[src/rtl/traffic_ctrl_param.sv]
// Parametrised NS/EW signal controller with all-red clearance, capped green extension
// and a flashing-yellow maintenance mode. All timing is counted in prescaled ticks.
module traffic_ctrl_param #(
  parameter int unsigned CNT_W    = 6,
  parameter int unsigned GREEN_NS = 10,
  parameter int unsigned GREEN_EW = 10,
  parameter int unsigned YELLOW   = 3,
  parameter int unsigned ALL_RED  = 1,
  parameter int unsigned EXT_STEP = 5,
  parameter int unsigned EXT_MAX  = 2
) (
  input  logic             clk,
  input  logic             reset,
  input  logic             tick,
  input  logic             ext_ns,
  input  logic             ext_ew,
  input  logic             flash,
  output logic             ns_green,
  output logic             ns_yellow,
  output logic             ns_red,
  output logic             ew_green,
  output logic             ew_yellow,
  output logic             ew_red,
  output logic [2:0]       phase,
  output logic [CNT_W-1:0] timer,
  output logic             cycle_start
);

  typedef enum logic [2:0] {
    StNsGreen  = 3'd0,
    StNsYellow = 3'd1,
    StAr1      = 3'd2,
    StEwGreen  = 3'd3,
    StEwYellow = 3'd4,
    StAr2      = 3'd5,
    StFlash    = 3'd6
  } phase_e;

  localparam int unsigned GreenMax = (GREEN_NS > GREEN_EW) ? GREEN_NS : GREEN_EW;
  localparam int unsigned TimerMax = GreenMax + EXT_MAX * EXT_STEP;
  localparam longint unsigned CntSpan = 64'd1 << CNT_W;
  localparam bit CntWOk = 64'(TimerMax) < CntSpan;

  localparam int unsigned ExtW = (EXT_MAX == 0) ? 1 : $clog2(EXT_MAX + 1);

  localparam logic [CNT_W-1:0] TOne    = CNT_W'(1);
  localparam logic [CNT_W-1:0] TStep   = CNT_W'(EXT_STEP);
  localparam logic [CNT_W-1:0] TNsG    = CNT_W'(GREEN_NS);
  localparam logic [CNT_W-1:0] TEwG    = CNT_W'(GREEN_EW);
  localparam logic [CNT_W-1:0] TYellow = CNT_W'(YELLOW);
  localparam logic [CNT_W-1:0] TAllRed = CNT_W'(ALL_RED);
  localparam logic [ExtW-1:0]  ExtCap  = ExtW'(EXT_MAX);

  // Lamp vector order: {ns_green, ns_yellow, ns_red, ew_green, ew_yellow, ew_red}
  localparam logic [5:0] LampAllRed = 6'b001_001;
  localparam logic [5:0] LampNsG    = 6'b100_001;
  localparam logic [5:0] LampNsY    = 6'b010_001;
  localparam logic [5:0] LampEwG    = 6'b001_100;
  localparam logic [5:0] LampEwY    = 6'b001_010;

  phase_e           phase_q, phase_d;
  logic [CNT_W-1:0] timer_q, timer_d;
  logic [ExtW-1:0]  ext_cnt_q, ext_cnt_d;
  logic             flash_yel_q, flash_yel_d;
  logic [5:0]       lamp_q, lamp_d;
  logic             cycle_start_q, cycle_start_d;
  logic             ext_req;

  function automatic phase_e next_phase(input phase_e p);
    case (p)
      StAr2:      next_phase = StNsGreen;
      StNsGreen:  next_phase = StNsYellow;
      StNsYellow: next_phase = StAr1;
      StAr1:      next_phase = StEwGreen;
      StEwGreen:  next_phase = StEwYellow;
      default:    next_phase = StAr2;
    endcase
  endfunction

  function automatic logic [CNT_W-1:0] phase_dur(input phase_e p);
    case (p)
      StNsGreen:             phase_dur = TNsG;
      StEwGreen:             phase_dur = TEwG;
      StNsYellow, StEwYellow: phase_dur = TYellow;
      StAr1, StAr2:          phase_dur = TAllRed;
      default:               phase_dur = '0;
    endcase
  endfunction

  always_comb begin
    phase_d     = phase_q;
    timer_d     = timer_q;
    ext_cnt_d   = ext_cnt_q;
    flash_yel_d = flash_yel_q;
    ext_req     = ((phase_q == StNsGreen) && ext_ns) || ((phase_q == StEwGreen) && ext_ew);

    if (flash) begin
      // Flash overrides tick; yellows start lit on entry and toggle per tick afterwards.
      phase_d     = StFlash;
      timer_d     = '0;
      ext_cnt_d   = '0;
      flash_yel_d = (phase_q == StFlash) ? (flash_yel_q ^ tick) : 1'b1;
    end else begin
      case (phase_q)
        StNsGreen, StNsYellow, StAr1, StEwGreen, StEwYellow, StAr2: begin
          if (tick) begin
            if (ext_req && (ext_cnt_q < ExtCap)) begin
              timer_d   = timer_q - TOne + TStep;
              ext_cnt_d = ext_cnt_q + ExtW'(1);
            end else if (timer_q > TOne) begin
              timer_d = timer_q - TOne;
            end else begin
              phase_d   = next_phase(phase_q);
              timer_d   = phase_dur(phase_d);
              ext_cnt_d = '0;
            end
          end
        end
        default: begin
          // Leaving flash, or recovering from the unused code, restarts through clearance.
          phase_d     = StAr2;
          timer_d     = TAllRed;
          ext_cnt_d   = '0;
          flash_yel_d = 1'b0;
        end
      endcase
    end
  end

  always_comb begin
    lamp_d = LampAllRed;
    case (phase_d)
      StNsGreen:  lamp_d = LampNsG;
      StNsYellow: lamp_d = LampNsY;
      StEwGreen:  lamp_d = LampEwG;
      StEwYellow: lamp_d = LampEwY;
      StFlash:    lamp_d = {1'b0, flash_yel_d, 1'b0, 1'b0, flash_yel_d, 1'b0};
      default:    lamp_d = LampAllRed;
    endcase
    cycle_start_d = (phase_d == StNsGreen) && (phase_q != StNsGreen);
  end

  always_ff @(posedge clk) begin
    if (reset) begin
      phase_q       <= StAr2;
      timer_q       <= TAllRed;
      ext_cnt_q     <= '0;
      flash_yel_q   <= 1'b0;
      lamp_q        <= LampAllRed;
      cycle_start_q <= 1'b0;
    end else begin
      phase_q       <= phase_d;
      timer_q       <= timer_d;
      ext_cnt_q     <= ext_cnt_d;
      flash_yel_q   <= flash_yel_d;
      lamp_q        <= lamp_d;
      cycle_start_q <= cycle_start_d;
    end
  end

  // The timer must hold the longest fully extended green without wrapping.
  always_ff @(posedge clk) begin
    assert (CntWOk) else $error("CNT_W too narrow for longest extended green");
  end

  assign {ns_green, ns_yellow, ns_red, ew_green, ew_yellow, ew_red} = lamp_q;
  assign phase       = phase_q;
  assign timer       = timer_q;
  assign cycle_start = cycle_start_q;

endmodule

[config.mk]
export PLATFORM = sky130hd
export DESIGN_NAME = traffic_ctrl_param
export DESIGN_NICKNAME = d
export VERILOG_FILES = /design/src/rtl/traffic_ctrl_param.sv
export SDC_FILE = /design/constraint.sdc
export NUM_CORES = 1
export LEC_CHECK = 0
export ABC_AREA = 1
export CORE_ASPECT_RATIO = 0.8
export CORE_MARGIN = 3
export CORE_UTILIZATION = 45
export CTS_BUF_LIST = sky130_fd_sc_hd__clkbuf_4
export DETAILED_ROUTE_END_ITERATION = 16
export PLACE_DENSITY_LB_ADDON = 0.15
export SLEW_MARGIN = 20
export SYNTH_ARGS = -nofsm -noshare
export SYNTH_HDL_FRONTEND = slang
export SYNTH_SLANG_ARGS = --single-unit
[constraint.sdc]
create_clock -name clk -period 1.7 [get_ports clk]
set_input_delay 0.255 -clock clk [delete_from_list [all_inputs] [get_ports clk]]
set_output_delay 0.255 -clock clk [all_outputs]
set_load 0.05 [all_outputs]
==> results of run 1 <==
-- final cells by class --
cell class	instances	area, um^2	share of cell area
inverters	23	93.8	0.0570
well taps	34	42.5	0.0259
flip-flops and latches	19	404	0.246
repair buffers	41	324	0.197
multi-input cells	125	751	0.456
clock buffers	4	30.0	0.0183
-- registers in the layout (all words and copies together), names as in the netlist --
register	cells
timer	6
lamp_q	6
phase	3
ext_cnt_q	2
flash_yel_q	1
cycle_start	1
-- worst paths after layout --
path	slack, ns	depth (start not counted)	end	from
max	-0.1	13	lamp_q[4]	timer[1]
min	0.48	2	flash_yel_q	flash_yel_q
max reg2reg	-0.1	13	lamp_q[4]	timer[1]
min reg2reg	0.48	2	flash_yel_q	flash_yel_q
-- cell families after synthesis --
kind of cell / share of synthesized area
buffers and inverters: 0.0957
flip-flops: 0.323
adder cells (fa/ha/maj): 0.0319
AO/OA/AOI/OAI: 0.136
XOR/XNOR: 0.0298
AND/OR/NAND/NOR: 0.383
-- report_power, final --
group          internal [W]  switching, W
logic              0.000222      0.000367
clock network      0.000107      0.000138
registers          0.000475     0.0000294
-- timing repair --
| action | CTS | global route |
|---|---|---|
| resized for setup | 3 | 17 |
| setup endpoints to repair | 4 | 12 |
| buffers inserted | 0 | 3 |
| hold endpoints to repair | 0 | 0 |
| pin swaps | 1 | 9 |
-- layer usage --
metal / wire (um) / up-vias / share of wire
met5: 0 / - / 0
met4: 24 / 0 / 0.0075
met3: 282 / 4 / 0.088
met2: 1410 / 49 / 0.44
met1: 1470 / 539 / 0.46
li1: - / 633 / -
-- cells in the mapped netlist --
cell / n
sky130_fd_sc_hd__nand3_4: 1
sky130_fd_sc_hd__o211ai_1: 1
sky130_fd_sc_hd__a31oi_1: 5
sky130_fd_sc_hd__a21oi_2: 1
sky130_fd_sc_hd__dfxtp_1: 19
sky130_fd_sc_hd__clkinv_1: 1
sky130_fd_sc_hd__nor2_1: 22
sky130_fd_sc_hd__nand2_2: 5
sky130_fd_sc_hd__nor2_4: 4
sky130_fd_sc_hd__nand3_1: 8
sky130_fd_sc_hd__buf_4: 1
sky130_fd_sc_hd__ha_1: 3
sky130_fd_sc_hd__inv_1: 22
sky130_fd_sc_hd__buf_6: 1
sky130_fd_sc_hd__o31ai_1: 1
sky130_fd_sc_hd__xor2_1: 2
sky130_fd_sc_hd__or3_1: 1
sky130_fd_sc_hd__nand4_4: 1
sky130_fd_sc_hd__xnor2_1: 2
sky130_fd_sc_hd__a21oi_1: 11
sky130_fd_sc_hd__o21ai_0: 10
sky130_fd_sc_hd__nand4_1: 3
sky130_fd_sc_hd__nor3_1: 2
sky130_fd_sc_hd__clkbuf_4: 1
sky130_fd_sc_hd__nor2_2: 1
sky130_fd_sc_hd__or2_0: 1
sky130_fd_sc_hd__nand2_1: 37
sky130_fd_sc_hd__nand3_2: 2
sky130_fd_sc_hd__or2_2: 1
-- metrics by stage --
step	cell area [um^2]	utilization	power, W
5_1_grt	1650	0.713	0.00142
2_1_floorplan	1230	-	0.000889
3_5_place_dp	1540	0.669	0.00106
6_report	1650	0.713	0.00134
3_3_place_gp	1540	0.669	0.00105
4_1_cts	1580	0.684	0.00131
-- worst min-delay path: cells and delay by family, from the launching register on --
family | cells | cell delay, ns
flip-flops | 1 | 0.33
AND/OR/NAND/NOR | 1 | 0.06
AO/OA/AOI/OAI | 1 | 0.05
==> key figures, run 1 <==
STA
  • Highest attainable clock frequency: 556 MHz
  • Post-Route Hold Slack: 0.484 ns
  • Worst clock skew: roughly 0.0047 ns
  • Rel. slew slack: 0.788
  • Final number of hold-violating endpoints: 0
  • Final max-slew violation count: 0
  • Slew of the pin with the lowest slew margin: 0.318 ns
  • Final setup violation count: 6
  • Setup repair after global routing missed its margin: true
  • TNS Setup: -0.423 ns
  • Final min period: 1.80 ns
  • Post-route setup slack: -0.100 ns
  • Period utilisation layout: 1.06

Setup path
  • Slowest Stage Delay on Critical Path: around 0.37 ns
  • Largest driver fanout on the critical path: 4
  • Nature of the critical path endpoint: flop
  • Worst setup path category: flop to flop
  • Worst EP arrival: about 2 ns
  • Cells traversed along the worst timing path: inv_6, ha_4, inv_2, nand2_2, inv_2, nor2_4, nand3_1, nand2_1, nand3_2, a21oi_2, nand3_2, nand2_4, nor2_2
  • CP top delay family: simple AND/OR/NAND/NOR gates
  • Sort of element at the start of the critical path: flop
  • Endpoint required time on the critical path: 1.90 ns
  • Cell with the largest stage delay on the worst path: sky130_fd_sc_hd__dfxtp_4
  • Critical path buffer and inverter count: 3

Global route
  • Most heavily used metal layer in global routing: met2
  • Global router's overall resource usage: 0.202
  • Number of global-route vias before repair: 1100
  • Largest net degree at the start of global routing: 11
  • First-pass GRT wire length: 5110 um
  • Total global routing overflow: 0
  • Global routing usage on met1: 0.281
  • Met2 capacity usage during global routing: 0.310
  • Initial antenna violation count: 0
  • Met3 global-route usage: 0.0540

Power
  • Static leakage power: 0.768 nW
  • Maximum resistive drop on vdd: 576 uV
  • Power Density: 813 nW/um^2

Placed design
  • Last weighted congestion value of the routability-driven placer: 0.844
  • Half-perimeter wire length of the detailed placement result: 2380 um
  • Worst slack at placement: -0.209 ns
  • IO Port Bufs: 21
  • Cell Count Post-Placement: 239

Yosys
  • Flops & latches, synth: 19
  • Average footprint of a synthesized cell: ~7 um^2
  • Leading cell types by total area after synthesis: sky130_fd_sc_hd__dfxtp_1 32%, sky130_fd_sc_hd__nand2_1 12%, sky130_fd_sc_hd__inv_1 7.0%, sky130_fd_sc_hd__nor2_1 7.0%, sky130_fd_sc_hd__a21oi_1 4.7%
  • Cell count after synthesis: 170
  • Post-synthesis cell type count: 29
  • Number of nets in the synthesized netlist: roughly 180
  • Yosys top cell area share: 0.323
  • Number of warnings issued by yosys: 0
  • Sequential-to-total area share from yosys stat: 0.323
  • Cell area after technology mapping: roughly 1200 um^2
  • Top cell type by total area after synthesis: sky130_fd_sc_hd__dfxtp_1

Final layout
  • Number of nets at the end of the flow: 222
  • Layout Cells excl Fill: 246
  • Filler cell count: a little under 200
  • Share of post-route cells with drive strength above 1: 0.401
  • Synthesis-to-finish area growth: 39.9%
  • N_diodes: 0
  • Commonest non-fill, non-tap cell in the layout: sky130_fd_sc_hd__buf_4
  • Commonest cells after routing, fill and taps aside: 35 x sky130_fd_sc_hd__buf_4, 33 x sky130_fd_sc_hd__nand2_1, 18 x sky130_fd_sc_hd__nor2_1

Outcome
  • Run status: finished with violations
  • Violated checks: negative setup slack

Clock tree
  • Maximum clock path buffer count: 2
  • Clock tree from TritonCTS: done
  • Clk pin slew, worst setup/hold paths: 0.11 ns
  • Clock root buffer: sky130_fd_sc_hd__clkbuf_4
  • Htree depth: 1
  • Worst skew pair latency: 0.29 ns
  • Sinks on Clock Net: 19
  • Number of hold buffers added after CTS: 0
  • Number of buffers created by CTS: 3

Floorplan
  • Row cnt: 15
  • Initial core utilization: 0.509
  • Top-level I/O count: 22
  • Die width: 63.2 um
  • Die area: 3270 um^2
  • Die Span Y: ~52 um
  • CORE AREA: roughly 2300 um^2

Routing
  • Total number of vias: about 1200
  • First-pass detailed-route iteration total: 4
  • Post-detailed-routing wire length: around 3200 um
  • Post-DR wirelength/cell: 13.0 um
  • Number of vias per cell after detailed routing: 4.98
  • Post-detailed-route DRC marker count: 0
  • Routed Antenna Nets: 0
  • Detailed router's first-iteration violation count: 93

Run
  • Max-cap check violation count: 0

Min path
  • Path category of the worst min-delay check: flop to flop
No activity file was read; power rests on OpenSTA's default activity.
==> run 2, diff against run 1 <==
--- a/config.mk
+++ b/config.mk
@@ -6,9 +6,11 @@
 export NUM_CORES = 1
 export LEC_CHECK = 0
 export ABC_AREA = 1
+export CELL_PAD_IN_SITES_DETAIL_PLACEMENT = 1
+export CELL_PAD_IN_SITES_GLOBAL_PLACEMENT = 2
 export CORE_ASPECT_RATIO = 0.8
 export CORE_MARGIN = 3
-export CORE_UTILIZATION = 45
+export CORE_UTILIZATION = 26
 export CTS_BUF_LIST = sky130_fd_sc_hd__clkbuf_4
 export DETAILED_ROUTE_END_ITERATION = 16
 export PLACE_DENSITY_LB_ADDON = 0.15
==> run 2 against run 1 <==
The flow still finishes with violations (negative setup slack). Critical path depth rose by 2. Final area up 12%. Combinational power up 16%. Flip-flop and latch count stayed put. Fmax decreased by 1.6%. Clock power down 2%. Sequential power is essentially flat. Die area up 64%. Largest power group unchanged.
==> key figures, run 2 (synthesis gave the netlist of run 1 again) <==
Floorplan
  • Die area: 5370 um^2
  • Initial core utilization: 0.276
  • Die Span Y: 66.2 um
  • Top-level I/O count: 22
  • Die width: approximately 80 um
  • Row cnt: 21
  • CORE AREA: 4260 um^2

Routing
  • Routed Antenna Nets: 0
  • Post-detailed-route DRC marker count: 0
  • Post-DR wirelength/cell: 13.8 um
  • Number of vias per cell after detailed routing: 4.58
  • Post-detailed-routing wire length: between 3000 and 4000 um
  • Detailed router's first-iteration violation count: 38
  • First-pass detailed-route iteration total: 4
  • Total number of vias: 1291

Clock tree
  • Number of hold buffers added after CTS: 0
  • Worst skew pair latency: 0.31 ns
  • Htree depth: 1
  • Clk pin slew, worst setup/hold paths: roughly 0.12 ns
  • Number of buffers created by CTS: 3
  • Sinks on Clock Net: 19
  • Maximum clock path buffer count: 2
  • Clock tree from TritonCTS: done
  • Clock root buffer: sky130_fd_sc_hd__clkbuf_4

Final layout
  • Final Cell Area: 1840 um^2
  • Filler cell count: ~550
  • Share of post-route cells with drive strength above 1: 0.444
  • Commonest cells after routing, fill and taps aside: 48 x sky130_fd_sc_hd__buf_4, 34 x sky130_fd_sc_hd__nand2_1, 19 x sky130_fd_sc_hd__nor2_1
  • Number of nets at the end of the flow: 235
  • Synthesis-to-finish area growth: 56.1%
  • Post-layout utilization of the core: 0.431
  • N_diodes: 0
  • Commonest non-fill, non-tap cell in the layout: sky130_fd_sc_hd__buf_4
  • Layout Cells excl Fill: approximately 280

Global route
  • Largest net degree at the start of global routing: 12
  • First-pass GRT wire length: 6560 um
  • Initial antenna violation count: 0
  • Number of global-route vias before repair: 1336
  • Total global routing overflow: 0
  • Global router's overall resource usage: 0.160

Placed design
  • IO Port Bufs: 21
  • Half-perimeter wire length of the detailed placement result: 3150 um
  • Cell Count Post-Placement: ~280
  • Last weighted congestion value of the routability-driven placer: 0.782
  • Post-Place Cell Area: 1670 um^2

STA
  • Post-route setup slack: -0.128 ns
  • Slew of the pin with the lowest slew margin: slightly above 0.3 ns
  • Final number of hold-violating endpoints: 0
  • Setup repair after global routing missed its margin: true
  • Final min period: about 1.8 ns
  • Rel. slew slack: 0.795
  • Final setup violation count: 6
  • Highest attainable clock frequency: 547 MHz
  • Period utilisation layout: 1.08
  • Final max-slew violation count: 0
  • Worst clock skew: 0.00955 ns

Setup path
  • Nature of the critical path endpoint: flop
  • Endpoint required time on the critical path: ~1.9 ns
  • Worst setup path category: flop to flop
  • Sort of element at the start of the critical path: flop
  • Worst EP arrival: around 2 ns
  • Largest driver fanout on the critical path: 4

Run
  • Max-cap check violation count: 0

Outcome
  • Violated checks: negative setup slack
  • Run status: finished with violations

Power
  • Power Density: just under 800 nW/um^2
  • Static leakage power: 0.845 nW
  • Maximum resistive drop on vdd: 349 uV

Min path
  • Path category of the worst min-delay check: flop to flop
## run 2: changes by cell type in the layout (fill, tap and decap cells not counted), sizes merged
cell    delta
buf       +13
clkinv     +1
clkbuf     -1
## run 2: area by class of cell
type	instances	area [um^2]	share of cell area
clock buffer	3	22.5	0.0123
clock inverter	1	5.00	0.00273
inverter	23	96.3	0.0525
multi-input combinational	125	820	0.446
sequential	19	399	0.217
tap	57	71.3	0.0389
timing repair buffer	54	422	0.230
## run 2: per-stage QoR
stage / total power (W) / hold WS, ns / setup TNS, ns / setup slack (ns)
global placement: 0.00110 / 0.454 / -1.55 / -0.174
finish: 0.00142 / 0.478 / -0.624 / -0.128
CTS: 0.00140 / 0.483 / -0.263 / -0.0647
detailed placement: 0.00112 / 0.465 / -2.62 / -0.267
global route: 0.00153 / 0.512 / -1.97 / -0.235
floorplan: 0.000889 / 0.320 / 0 / 0.000205
## run 2: where the power goes
part / switching, W / total, W / internal, W
clock network: 0.000151 / 0.000239 / 0.0000879
registers: 0.0000264 / 0.000502 / 0.000476
logic: 0.000416 / 0.000684 / 0.000268
## run 2: worst paths after layout
check / startpoint / to / slack [ns] / depth (start not counted)
hold / removal: ext_cnt_q[1] / ext_cnt_q[1] / 0.48 / 2
setup reg to reg: timer[1] / lamp_q[4] / -0.13 / 15
hold reg to reg: ext_cnt_q[1] / ext_cnt_q[1] / 0.48 / 2
setup / recovery: timer[1] / lamp_q[4] / -0.13 / 15
## run 2: repair_timing
action	in CTS	in global routing
endpoints found under the setup margin	8	16
pin swaps	6	10
buffers inserted	2	1
resized for setup	11	17
## run 2: worst max-delay path, cell delays in order, from the launching register on
cell and delay, ns:
sky130_fd_sc_hd__dfxtp_4 0.38, sky130_fd_sc_hd__inv_6 0.07, sky130_fd_sc_hd__ha_4 0.13, sky130_fd_sc_hd__inv_2 0.04, sky130_fd_sc_hd__nand2_4 0.06, sky130_fd_sc_hd__inv_2 0.04, sky130_fd_sc_hd__nor2_4 0.17, sky130_fd_sc_hd__nand2_1 0.07
sky130_fd_sc_hd__nand2_1 0.07, sky130_fd_sc_hd__nand3_2 0.09, sky130_fd_sc_hd__nand2_4 0.11, sky130_fd_sc_hd__inv_4 0.04, sky130_fd_sc_hd__a21oi_4 0.19, sky130_fd_sc_hd__nand3_4 0.11, sky130_fd_sc_hd__nand2_4 0.09, sky130_fd_sc_hd__nor2_1 0.05
## run 2: layer usage
metal,part of all wire,track usage
met5,0,0
met4,0.0051,0.0253
met3,0.030,0.0381
met2,0.45,0.252
met1,0.52,0.225
